===== config.mk =====
export PLATFORM = sky130hd
export DESIGN_NAME = uart_param_flat
export DESIGN_NICKNAME = d
export VERILOG_FILES = /design/src/rtl/uart_param_if.sv /design/src/rtl/uart_param.sv /design/src/flat_wrapper.sv
export SDC_FILE = /design/constraint.sdc
export NUM_CORES = 1
export LEC_CHECK = 0
export ABC_AREA = 1
export CAP_MARGIN = 20
export CORE_MARGIN = 3
export CORE_UTILIZATION = 60
export CTS_BUF_LIST = sky130_fd_sc_hd__clkbuf_2 sky130_fd_sc_hd__clkbuf_4 sky130_fd_sc_hd__clkbuf_8
export CTS_CLUSTER_DIAMETER = 30
export DETAILED_ROUTE_END_ITERATION = 8
export GPL_ROUTABILITY_DRIVEN = 0
export GPL_TIMING_DRIVEN = 0
export PLACE_DENSITY = 0.82
export SETUP_SLACK_MARGIN = 0.02
export SLEW_MARGIN = 20
export SYNTH_ARGS = -nofsm -noshare
export SYNTH_HDL_FRONTEND = slang
export SYNTH_SLANG_ARGS = --single-unit

===== constraint.sdc =====
create_clock -name clk -period 2.6 [get_ports clk]
set_clock_uncertainty 0.05 [all_clocks]
set_input_delay 0.52 -clock clk [delete_from_list [all_inputs] [get_ports clk]]
set_output_delay 0.52 -clock clk [all_outputs]
set_load 0.05 [all_outputs]

===== src/rtl/uart_param_if.sv =====
// Parallel-side bundle of the UART: transmit request/payload towards the
// core, received payload and per-frame status back out of it.
interface uart_param_if #(
    parameter int DATA_BITS = 8
);
    logic [DATA_BITS-1:0] I_DATA;
    logic                 send_data;
    logic                 TiP;
    logic [DATA_BITS-1:0] O_DATA;
    logic                 NrD;
    logic                 parity_err;
    logic                 frame_err;

    // Client side: requests transmissions and consumes received frames
    modport master (
        output I_DATA, send_data,
        input  TiP, O_DATA, NrD, parity_err, frame_err
    );

    // UART core side
    modport slave (
        input  I_DATA, send_data,
        output TiP, O_DATA, NrD, parity_err, frame_err
    );
endinterface


===== src/rtl/uart_param.sv =====
// Full-duplex UART with a compile-time frame format (5..8 data bits, optional
// odd/even parity, 1 or 2 stop bits). The receiver synchronises Rx through two
// flops, samples mid-bit, rejects false starts and flags parity/framing errors.
module uart_param #(
    parameter int BAUD_DIVIDER = 4,
    parameter int DATA_BITS    = 8,
    parameter int PARITY       = 0,
    parameter int STOP_BITS    = 1
) (
    input  logic clk,
    input  logic rst,
    input  logic Rx,
    output logic Tx,
    uart_param_if.slave bus
);
    localparam int                CNT_W      = $clog2(BAUD_DIVIDER);
    localparam logic [CNT_W-1:0]  BAUD_LAST  = CNT_W'(BAUD_DIVIDER - 1);
    localparam logic [CNT_W-1:0]  SAMPLE_PT  = CNT_W'(BAUD_DIVIDER / 2 - 1);
    localparam logic [3:0]        DATA_LAST  = 4'(DATA_BITS - 1);
    localparam logic [3:0]        STOP_LAST  = 4'(STOP_BITS - 1);
    localparam bit                HAS_PARITY = (PARITY != 0);

    typedef enum logic [2:0] {
        TX_IDLE, TX_START, TX_DATA, TX_PARITY, TX_STOP
    } tx_state_t;

    typedef enum logic [2:0] {
        RX_IDLE, RX_START, RX_DATA, RX_PARITY, RX_STOP, RX_BREAK
    } rx_state_t;

    // Parity bit that accompanies a payload: even -> XOR, odd -> inverted XOR
    function automatic logic parity_of(input logic [DATA_BITS-1:0] d);
        return (PARITY == 1) ? ~(^d) : (^d);
    endfunction

    // ------------------------------------------------------------------
    // Transmitter
    // ------------------------------------------------------------------
    tx_state_t            tx_state_q, tx_state_d;
    logic [CNT_W-1:0]     tx_cnt_q, tx_cnt_d;
    logic [3:0]           tx_bit_q, tx_bit_d;
    logic [DATA_BITS-1:0] tx_shift_q, tx_shift_d;
    logic                 tx_par_q, tx_par_d;
    logic                 tx_q, tx_d;
    logic                 tx_bit_end;

    // TX next state: one bit per BAUD_DIVIDER cycles; Tx is registered with
    // the value of the bit the next state presents, so it lines up with TiP.
    always_comb begin
        tx_state_d = tx_state_q;
        tx_cnt_d   = tx_cnt_q;
        tx_bit_d   = tx_bit_q;
        tx_shift_d = tx_shift_q;
        tx_par_d   = tx_par_q;
        tx_d       = 1'b1;
        tx_bit_end = (tx_cnt_q == BAUD_LAST);

        if (tx_state_q != TX_IDLE) begin
            tx_cnt_d = tx_bit_end ? '0 : tx_cnt_q + 1'b1;
        end

        case (tx_state_q)
            TX_IDLE: begin
                if (bus.send_data) begin
                    tx_state_d = TX_START;
                    tx_shift_d = bus.I_DATA;
                    tx_par_d   = parity_of(bus.I_DATA);
                    tx_cnt_d   = '0;
                    tx_bit_d   = '0;
                end
            end
            TX_START: begin
                if (tx_bit_end) begin
                    tx_state_d = TX_DATA;
                    tx_bit_d   = '0;
                end
            end
            TX_DATA: begin
                if (tx_bit_end) begin
                    tx_shift_d = tx_shift_q >> 1;
                    if (tx_bit_q == DATA_LAST) begin
                        tx_state_d = HAS_PARITY ? TX_PARITY : TX_STOP;
                        tx_bit_d   = '0;
                    end else begin
                        tx_bit_d = tx_bit_q + 1'b1;
                    end
                end
            end
            TX_PARITY: begin
                if (tx_bit_end) begin
                    tx_state_d = TX_STOP;
                    tx_bit_d   = '0;
                end
            end
            TX_STOP: begin
                if (tx_bit_end) begin
                    if (tx_bit_q == STOP_LAST) begin
                        tx_state_d = TX_IDLE;
                    end else begin
                        tx_bit_d = tx_bit_q + 1'b1;
                    end
                end
            end
            default: tx_state_d = TX_IDLE;
        endcase

        case (tx_state_d)
            TX_START:  tx_d = 1'b0;
            TX_DATA:   tx_d = tx_shift_d[0];
            TX_PARITY: tx_d = tx_par_d;
            default:   tx_d = 1'b1;
        endcase
    end

    // TX state register; reset parks the line idle-high
    always_ff @(posedge clk or posedge rst) begin
        if (rst) begin
            tx_state_q <= TX_IDLE;
            tx_cnt_q   <= '0;
            tx_bit_q   <= '0;
            tx_shift_q <= '0;
            tx_par_q   <= 1'b0;
            tx_q       <= 1'b1;
        end else begin
            tx_state_q <= tx_state_d;
            tx_cnt_q   <= tx_cnt_d;
            tx_bit_q   <= tx_bit_d;
            tx_shift_q <= tx_shift_d;
            tx_par_q   <= tx_par_d;
            tx_q       <= tx_d;
        end
    end

    assign Tx      = tx_q;
    assign bus.TiP = (tx_state_q != TX_IDLE);

    // ------------------------------------------------------------------
    // Receiver
    // ------------------------------------------------------------------
    logic rx_s1_q, rx_s2_q;
    logic rxs;

    // Two-flop synchroniser; idles high so reset does not look like a start
    always_ff @(posedge clk or posedge rst) begin
        if (rst) begin
            rx_s1_q <= 1'b1;
            rx_s2_q <= 1'b1;
        end else begin
            rx_s1_q <= Rx;
            rx_s2_q <= rx_s1_q;
        end
    end

    assign rxs = rx_s2_q;

    rx_state_t            rx_state_q, rx_state_d;
    logic [CNT_W-1:0]     rx_cnt_q, rx_cnt_d;
    logic [3:0]           rx_bit_q, rx_bit_d;
    logic [DATA_BITS-1:0] rx_shift_q, rx_shift_d;
    logic                 par_bad_q, par_bad_d;
    logic                 stop_bad_q, stop_bad_d;
    logic [DATA_BITS-1:0] o_data_q, o_data_d;
    logic                 nrd_q, nrd_d;
    logic                 perr_q, perr_d;
    logic                 ferr_q, ferr_d;
    logic                 rx_sample;

    // RX next state: counter restarts on the start edge, samples at mid-bit,
    // and the frame completes on the final stop sample without waiting for
    // the bit to end so the next start edge is never missed.
    always_comb begin
        rx_state_d = rx_state_q;
        rx_cnt_d   = rx_cnt_q;
        rx_bit_d   = rx_bit_q;
        rx_shift_d = rx_shift_q;
        par_bad_d  = par_bad_q;
        stop_bad_d = stop_bad_q;
        o_data_d   = o_data_q;
        nrd_d      = 1'b0;
        perr_d     = perr_q;
        ferr_d     = ferr_q;
        rx_sample  = (rx_cnt_q == SAMPLE_PT);

        if (rx_state_q != RX_IDLE && rx_state_q != RX_BREAK) begin
            rx_cnt_d = (rx_cnt_q == BAUD_LAST) ? '0 : rx_cnt_q + 1'b1;
        end

        case (rx_state_q)
            RX_IDLE: begin
                if (!rxs) begin
                    rx_state_d = RX_START;
                    rx_cnt_d   = '0;
                    rx_bit_d   = '0;
                    par_bad_d  = 1'b0;
                    stop_bad_d = 1'b0;
                end
            end
            RX_START: begin
                if (rx_sample) begin
                    rx_state_d = rxs ? RX_IDLE : RX_DATA;
                    rx_bit_d   = '0;
                end
            end
            RX_DATA: begin
                if (rx_sample) begin
                    rx_shift_d = {rxs, rx_shift_q[DATA_BITS-1:1]};
                    if (rx_bit_q == DATA_LAST) begin
                        rx_state_d = HAS_PARITY ? RX_PARITY : RX_STOP;
                        rx_bit_d   = '0;
                    end else begin
                        rx_bit_d = rx_bit_q + 1'b1;
                    end
                end
            end
            RX_PARITY: begin
                if (rx_sample) begin
                    par_bad_d  = (rxs != parity_of(rx_shift_q));
                    rx_state_d = RX_STOP;
                    rx_bit_d   = '0;
                end
            end
            RX_STOP: begin
                if (rx_sample) begin
                    if (rx_bit_q == STOP_LAST) begin
                        nrd_d      = 1'b1;
                        o_data_d   = rx_shift_q;
                        perr_d     = par_bad_q;
                        ferr_d     = stop_bad_q | ~rxs;
                        rx_state_d = rxs ? RX_IDLE : RX_BREAK;
                    end else begin
                        stop_bad_d = stop_bad_q | ~rxs;
                        rx_bit_d   = rx_bit_q + 1'b1;
                    end
                end
            end
            RX_BREAK: begin
                if (rxs) begin
                    rx_state_d = RX_IDLE;
                end
            end
            default: rx_state_d = RX_IDLE;
        endcase
    end

    // RX state and result registers; reset abandons any frame in flight
    always_ff @(posedge clk or posedge rst) begin
        if (rst) begin
            rx_state_q <= RX_IDLE;
            rx_cnt_q   <= '0;
            rx_bit_q   <= '0;
            rx_shift_q <= '0;
            par_bad_q  <= 1'b0;
            stop_bad_q <= 1'b0;
            o_data_q   <= '0;
            nrd_q      <= 1'b0;
            perr_q     <= 1'b0;
            ferr_q     <= 1'b0;
        end else begin
            rx_state_q <= rx_state_d;
            rx_cnt_q   <= rx_cnt_d;
            rx_bit_q   <= rx_bit_d;
            rx_shift_q <= rx_shift_d;
            par_bad_q  <= par_bad_d;
            stop_bad_q <= stop_bad_d;
            o_data_q   <= o_data_d;
            nrd_q      <= nrd_d;
            perr_q     <= perr_d;
            ferr_q     <= ferr_d;
        end
    end

    assign bus.O_DATA     = o_data_q;
    assign bus.NrD        = nrd_q;
    assign bus.parity_err = perr_q;
    assign bus.frame_err  = ferr_q;

endmodule


===== src/flat_wrapper.sv =====
// flat-port wrapper written by rule: the top's interface ports become plain ports
module uart_param_flat 
#(
    parameter int BAUD_DIVIDER = 4,
    parameter int DATA_BITS    = 8,
    parameter int PARITY       = 0,
    parameter int STOP_BITS    = 1
)
  (clk, rst, Rx, Tx, bus_I_DATA, bus_send_data, bus_TiP, bus_O_DATA, bus_NrD, bus_parity_err, bus_frame_err);
  uart_param_if #(.DATA_BITS(DATA_BITS)) bus_i ();
  input  logic clk;
  input  logic rst;
  input  logic Rx;
  output logic Tx;
  input wire logic [$bits(bus_i.I_DATA)-1:0] bus_I_DATA;
  input wire logic [$bits(bus_i.send_data)-1:0] bus_send_data;
  output wire logic [$bits(bus_i.TiP)-1:0] bus_TiP;
  output wire logic [$bits(bus_i.O_DATA)-1:0] bus_O_DATA;
  output wire logic [$bits(bus_i.NrD)-1:0] bus_NrD;
  output wire logic [$bits(bus_i.parity_err)-1:0] bus_parity_err;
  output wire logic [$bits(bus_i.frame_err)-1:0] bus_frame_err;
  assign bus_i.I_DATA = bus_I_DATA;
  assign bus_i.send_data = bus_send_data;
  assign bus_TiP = bus_i.TiP;
  assign bus_O_DATA = bus_i.O_DATA;
  assign bus_NrD = bus_i.NrD;
  assign bus_parity_err = bus_i.parity_err;
  assign bus_frame_err = bus_i.frame_err;
  uart_param #(.BAUD_DIVIDER(BAUD_DIVIDER), .DATA_BITS(DATA_BITS), .PARITY(PARITY), .STOP_BITS(STOP_BITS)) u_core (.clk(clk), .rst(rst), .Rx(Rx), .Tx(Tx), .bus(bus_i));
endmodule

==> results.txt, run 1 <==
Fill cells in the final layout number between 300 and 400. The number of placement rows is 24. The via count is 2417. The met1 routing resource usage after global routing came out at 24.18%. The yosys synthesis warning count came out at 0. The number of remaining DRC errors came out at 0. The register bit count reported by yosys came out at 51. The area of the mapped netlist is 0.002899 mm^2.

The area of the core is between 0.004 and 0.005 mm^2. The category of the worst setup path launch point is a flip-flop. TritonCTS built the clock tree. The aggregate routed wire length is 5.127 mm. The final hold violation count came out at 0. Setup repair after global routing left no endpoint under its margin.

The maximum fanout along the worst path is 6. The net count after synthesis is between 400 and 500. The commonest cells after synthesis are 122 x nand2_1, 58 x inv_1, 48 x dfrtp_1. The placement-stage worst setup slack came out at 0.5193 ns.

The worst slew slack as a fraction of its limit is about 67%. In this run the count of I/O pins placed on the die edge is 25. The number of gates resized after CTS came out at 0. The initial cell density of the core came out at 64.36%. Summed over all instances, the cell type with the most area after synthesis is dfrtp_1. The largest net degree at the start of global routing came out at 36. The clock edge transition at the registers on the reported setup and hold paths is approximately 0.08 ns. The number of search-and-repair iterations in the first detailed-routing pass came out at 4. The worst vdd rail ir drop is 697.2 uV. The cell area after placement came out at 0.003224 mm^2. The repair_antennas step left the layout with diodes totalling 0. The overflow left after global routing is 0. The clock net sink count came out at around 50. The per-cell routed wire length came out at between 10 and 15 um.

The actual transition at the worst max-transition pin came out at 0.4990 ns. The analysis attributes to cell leakage a power of 1.730 nW. The worst endpoint required time came out at 2.03 ns. After global routing, the most crowded layer is met2. The antenna violation net count after detailed routing came out at 0. The via count of the first global-routing pass is ~2200.

The met2 track demand over resource in global routing came out at 35.00%. STA classifies the critical path endpoint as an output port. The final critical-path required period came out at 2.408 ns. The share of flip-flops with an asynchronous set or reset came out at 100.0%. The H-tree was split into 2 levels. The total non-filler cell area in the finished layout is 0.003316 mm^2. The post-synthesis sequential area ratio is 44.15%.

The synthesized design contains 0 enable-type register cells. The number of antenna violations at the first check in global routing was 0. The post-CTS setup repair buffer count is 0. By area the synthesized netlist is led by dfrtp_1 41%, nand2_1 16%, inv_1 7.5%, nor2_1 3.6%, o21ai_2 3.3%. The clock passes through at most 2 buffers. The cell area power density is roughly 900 mW/mm^2. The average instance area after synthesis is 7.589 um^2. The post-layout total power came out at 0.002994 W. The most common flop cell mapped by yosys is dfrtp_1.

For the worst-skew pair, the clock arrives at the later sink with an insertion delay of 0.30 ns. Summed over all failing endpoints, the final setup total negative slack is 0 ns. The fmax came out at 0.4153 GHz. The HPWL after detailed placement came out at between 3 and 4 mm. The flow ran to the end, and the final reports show no timing, DRC or antenna violations. The kind of critical path is flip-flop to output port.

The min-delay analysis places its worst path in the category flip-flop to flip-flop. The clock buffer count from CTS is 5. The final number of setup-violating endpoints came out at 0. The number of distinct library cells after synthesis is 34. The end-of-flow core utilization is 73.61%. The cell count after synthesis came out at between 300 and 400. The layout overhead on the synthesized area is 14.37%. The port buffer count is 24. Yosys instantiated no cell more often than nand2_1.

The part of the cycle the worst path needs came out at 92.60%. Max-cap violations in this run came to 0. Summed over its instances, the top area cell type makes up 41.43% of the synthesized netlist area. The share of post-route cells with drive strength above 1 came out at 12.29%. The number of DRC markers after the initial detailed-route iteration came out at 147. Global routing used 3.694% of the available met3 tracks. The number of buffers inserted for hold repair after clock tree synthesis is 0. The floorplan step set the die width to about 76 um. The wire length of the first global-routing pass is 8.907 mm.

The cell sitting at the root of the clock tree is a clkbuf_8. In the final design database the tool counted 433 nets. The final worst-path setup slack came out at 0.1924 ns. The die outline area is 0.005702 mm^2. The detail-routed via count per cell came out at approximately 5.2. For this run, the total global-route usage over all layers was measured as about a fifth. The height of the die came out at 75.51 um. The arrival time at the worst endpoint came out at 1.84 ns. The count of pins over their slew limit is 0.
-- worst paths after layout --
check | start | endpoint | slack, ns | cells after the start
worst max-delay path | u_core.tx_state_q[2] | bus_TiP | 0.19 | 5
worst min register to register | u_core.rx_s1_q | u_core.rx_s2_q | 0.31 | 0
max in group asynchronous | rst | u_core.Tx | 1.47 | 3
worst min-delay path | u_core.rx_s1_q | u_core.rx_s2_q | 0.31 | 0
min in group asynchronous | rst | u_core.rx_shift_q[5] | 0.45 | 2
worst max register to register | u_core.rx_bit_q[0] | u_core.rx_state_q[1] | 0.95 | 7
-- cells in the final DEF (no fill, tap or decap) --
cell               n
nand2_1          122
inv_1             57
dfrtp_1           48
nor2_1            28
clkdlybuf4s50_1   24
o21ai_1           18
nand3_1           17
o21ai_0           15
inv_2             12
o21ai_2           11
o221ai_1           7
ha_1               7
nand2_2            5
clkbuf_8           5
a21oi_1            4
xor2_1             3
clkbuf_4           3
dfstp_2            3
buf_2              2
nor2_4             2
nor2_8             2
xnor2_1            2
nor3_1             2
nand4_1            2
or2_4              1
nand2_4            1
inv_4              1
buf_8              1
and3_1             1
o211a_1            1
or2_1              1
a21boi_1           1
o21a_1             1
and3_4             1
o22ai_1            1
nand3b_1           1
o31ai_1            1
buf_12             1
-- layer usage --
metal	up-vias	wire (um)
li1	1260	-
met1	1101	2404
met2	48	2429
met3	8	199
met4	0	93
met5	-	0
-- critical path: stages, from the launching register on --
cell and delay [ns]:
dfrtp_1 0.39, inv_2 0.08, nand2_1 0.14, nor2_4 0.06, inv_2 0.08, clkdlybuf4s50_1 0.80
-- power by group --
group | internal [W] | total (W) | switching (W)
sequential | 0.00100 | 0.00114 | 0.000137
combinational | 0.000484 | 0.00138 | 0.000898
clock | 0.000223 | 0.000471 | 0.000248
total | 0.00171 | 0.00299 | 0.00128
-- cell families after synthesis --
logic type | Yosys count | share of synthesized area, %
and+or+nand+nor | 186 | 28.14
xor gates and xnor gates | 5 | 1.511
AOI/OAI and AO/OA | 60 | 13.16
DFF | 51 | 44.15
adders and majority gates | 7 | 3.021
buffers and inverters | 73 | 10.01
-- state kept, by name (all words and copies together) (netlist names), 2 cells and up --
name,flops
u_core.rx_cnt_q,2
u_core.rx_shift_q,8
u_core.rx_bit_q,4
u_core.bus.O_DATA,8
u_core.rx_state_q,3
u_core.tx_bit_q,4
u_core.tx_shift_q,8
u_core.tx_state_q,3
u_core.tx_cnt_q,2
-- final cells by class --
| type | instances | area, um^2 | area share [%] |
|---|---|---|---|
| Sequential cell | 51 | 1280 | 38.60 |
| Clock buffer | 8 | 91.34 | 2.755 |
| Buffer | 3 | 25.02 | 0.7547 |
| Tap cell | 52 | 65.06 | 1.962 |
| Multi-Input combinational cell | 258 | 1329 | 40.08 |
| Inverter | 70 | 265.3 | 8.000 |
| Timing Repair Buffer | 25 | 260.3 | 7.849 |
-- per-stage QoR --
stage | hold WS [ns] | instances
floorplan | 0.2952 | 382
global placement | 0.2952 | 458
detailed placement | 0.2975 | 459
CTS | 0.3093 | 467
global route | 0.3146 | 467
finish | 0.3086 | 467
(Power assumes the default switching activity.)
==> inputs of run 2 (changes only) <==
Settings changed: CTS_CLUSTER_DIAMETER 30 to 80, SETUP_SLACK_MARGIN 0.02 to 0.4, SLEW_MARGIN 20 to not set.
==> results.txt, run 2 (synthesized netlist as in run 1, its figures left out) <==
The run finished with clean final reports. The largest net degree at the start of global routing is 36. The number of diodes is 0.

The clock latency reported for the late side of the worst-skew pair came out at 0.30 ns. The worst hold path stage count is 0. Once the clock tree was built, the setup fixing pass inserted 0 buffers. The HPWL after detailed placement is 3.906 mm. The share of total power in combinational logic is ~46%. IR analysis of the VDD net gives a maximum drop of roughly 660 uV. The die span in x came out at 75.51 um. The layout overhead on the synthesized area is 14.29%.

The part of the cycle the worst path needs came out at between 70 and 80%. The cell family with the largest share of critical-path delay is buffers and inverters. The actual transition at the worst max-transition pin is between 0.4 and 0.5 ns. STA classifies the critical path startpoint as a flip-flop. The highest layer touched by signal routing is met4. Setup violations remaining at the end of the flow were counted as 0. The worst slew slack as a fraction of its limit came out at 66.63%. CTS built an H-tree with a depth of 2. The die outline area came out at ~0.0057 mm^2. The count of nets left with antenna violations once routing finished came out at 0.

At the placement stage, the worst setup path has a slack of 0.5193 ns. The arrival time at the worst endpoint is 1.48 ns. The via count came out at 2417. The area of the core is 0.004504 mm^2. The deepest clock path buffer count came out at 2. In the routed design, unresolved DRC markers number 0. The total negative slack for setup checks is 0 ns.

Dividing the detail-routed via count by the number of cells gives 5.176. In the final routed layout, each cell accounts on average for 10.97 um. The overflow left after global routing came out at 0. The initialized floorplan defines 24 standard-cell rows. The final critical-path required period came out at between 2 and 2.5 ns.

Setup repair after global routing left no endpoint under its margin. The via count of the first global-routing pass came out at 2179. The routed metal-1 wire length is 2.402 mm. After clock tree synthesis, the clock-pin slew on the worst setup and hold paths is 0.09 ns.

For this block, the initial DRC count from the detailed router was between 100 and 150. The met3 wirelength from detailed routing is 196 um. Global routing used 19.93% of the available tracks. The clock tree from TritonCTS is done. The initial cell density of the core is 64.36%.

The total I/O pin count is 25. In this run, CTS created clock tree buffers numbering 5. The met2 wirelength from detailed routing is 2.429 mm.

The number of buffers and inverters on the critical path is 1. Data on the critical path is required at its endpoint by 2.03 ns. The final hold violation count is 0.

The wire length of the first global-routing pass came out at approximately 9 mm. The internal portion of the total power is ~0.0017 W. The count of max-cap constraint violations came out at 0.

The share of post-route cells with drive strength above 1 came out at 12.53%. The endpoint type of the worst setup path is an output port. The instance count on the critical path is 1. Leaving out fill and tap cells, the most frequent cell in the layout is nand2_1. The number of buffers inserted for hold repair after clock tree synthesis came out at 0. Based on the critical path, the design can be clocked at up to 0.4884 GHz.

At the end of the flow, the number of nets in the layout was 433. The top cell types in the final layout, fill and taps aside, are 122 x nand2_1, 57 x inv_1, 48 x dfrtp_1, 28 x nor2_1, 22 x clkdlybuf4s50_1. The tree is rooted in a clkbuf_8. The clock network accounts for between 10% and 20% of the total power. The highest-delay cell along the critical path is clkdlybuf4s50_1. The maximum fanout along the worst path came out at 2. The critical path is of the flip-flop to output port type. The worst hold slack is 0.3086 ns.

The count of pins over their slew limit came out at 0. The number of antenna violations at the first check in global routing is 0. In this run, flip-flops and latches consume a little under two fifths of the power.

The total non-filler cell area in the finished layout came out at 0.003313 mm^2. Traced cell by cell, the critical path runs through clkdlybuf4s50_1. The fill cell total of the finished layout is 371. The port buffer count came out at 24.

The classification of the worst-slack hold path is flip-flop to flip-flop. The clock net sink count came out at between 50 and 60. The largest stage delay on the critical path came out at 0.81 ns. The net load switching power came out at 0.001282 W. The cell area power density is 900.4 mW/mm^2. In the post-route analysis, the smallest setup slack over all paths is 0.5525 ns. The switching fraction of total power is 42.98%.

The cell depth of the worst flop-to-flop path is 7. The height of the die came out at roughly 76 um. The design draws 0.002983 W. The first detailed-routing pass took 4 iterations.

The cell area after placement came out at 0.003224 mm^2. After detailed routing, the total wire length is just over 5 mm. The static leakage power came out at 1.741 nW.
## run 2: layer usage
layer  global-route usage [%]  vias to the layer above
li1                         -                     1260
met1                    24.18                     1101
met2                    35.00                       48
met3                    3.694                        8
met4                    7.767                        0
met5                        0                        -
## run 2: worst reg2reg max path, stage by stage (launching register included)
cell and delay, ns:
dfrtp_1 0.42, inv_1 0.09, ha_1 0.14, nand2_1 0.06, o21ai_0 0.28, nand4_1 0.27
nand2_1 0.12, o21ai_0 0.08
## run 2: power by group through the flow
stage / combinational (W) / sequential, W / clock (W)
after floorplan: 0.000985 / 0.00124 / 0
after global placement: 0.00135 / 0.00115 / 0
after detailed placement: 0.00138 / 0.00116 / 0
after CTS: 0.00138 / 0.00114 / 0.000484
after global routing: 0.00156 / 0.00117 / 0.000514
final: 0.00137 / 0.00114 / 0.000471
## run 2: timing repair
item                                    in CTS  in global routing
hold endpoints to repair                     0                  0
gates resized for setup                      1                  3
endpoints found under the setup margin       1                  2
## run 2: layout make-up
cell class                      instances  area (um^2)  area share (%)
Multi-Input combinational cell        258         1329           40.11
Sequential cell                        51         1280           38.63
Inverter                               70        265.3           8.006
Timing Repair Buffer                   25        257.7           7.779
Clock buffer                            8        91.34           2.757
Tap cell                               52        65.06           1.964
Buffer                                  3        25.02          0.7553
## run 2: per-stage QoR
stage	utilization [%]	instances
floorplan	-	382
global placement	71.14	458
detailed placement	71.58	459
CTS	73.58	467
global route	73.56	467
finish	73.56	467
## run 2: final timing paths
path	start	end	slack, ns
min in group asynchronous	rst	u_core.rx_shift_q[5]	0.45
worst min-delay path	u_core.rx_s1_q	u_core.rx_s2_q	0.31
worst max-delay path	u_core.bus.frame_err	bus_frame_err	0.55
worst max register to register	u_core.rx_bit_q[0]	u_core.rx_state_q[1]	0.95
worst min register to register	u_core.rx_s1_q	u_core.rx_s2_q	0.31
max in group asynchronous	rst	u_core.Tx	1.47
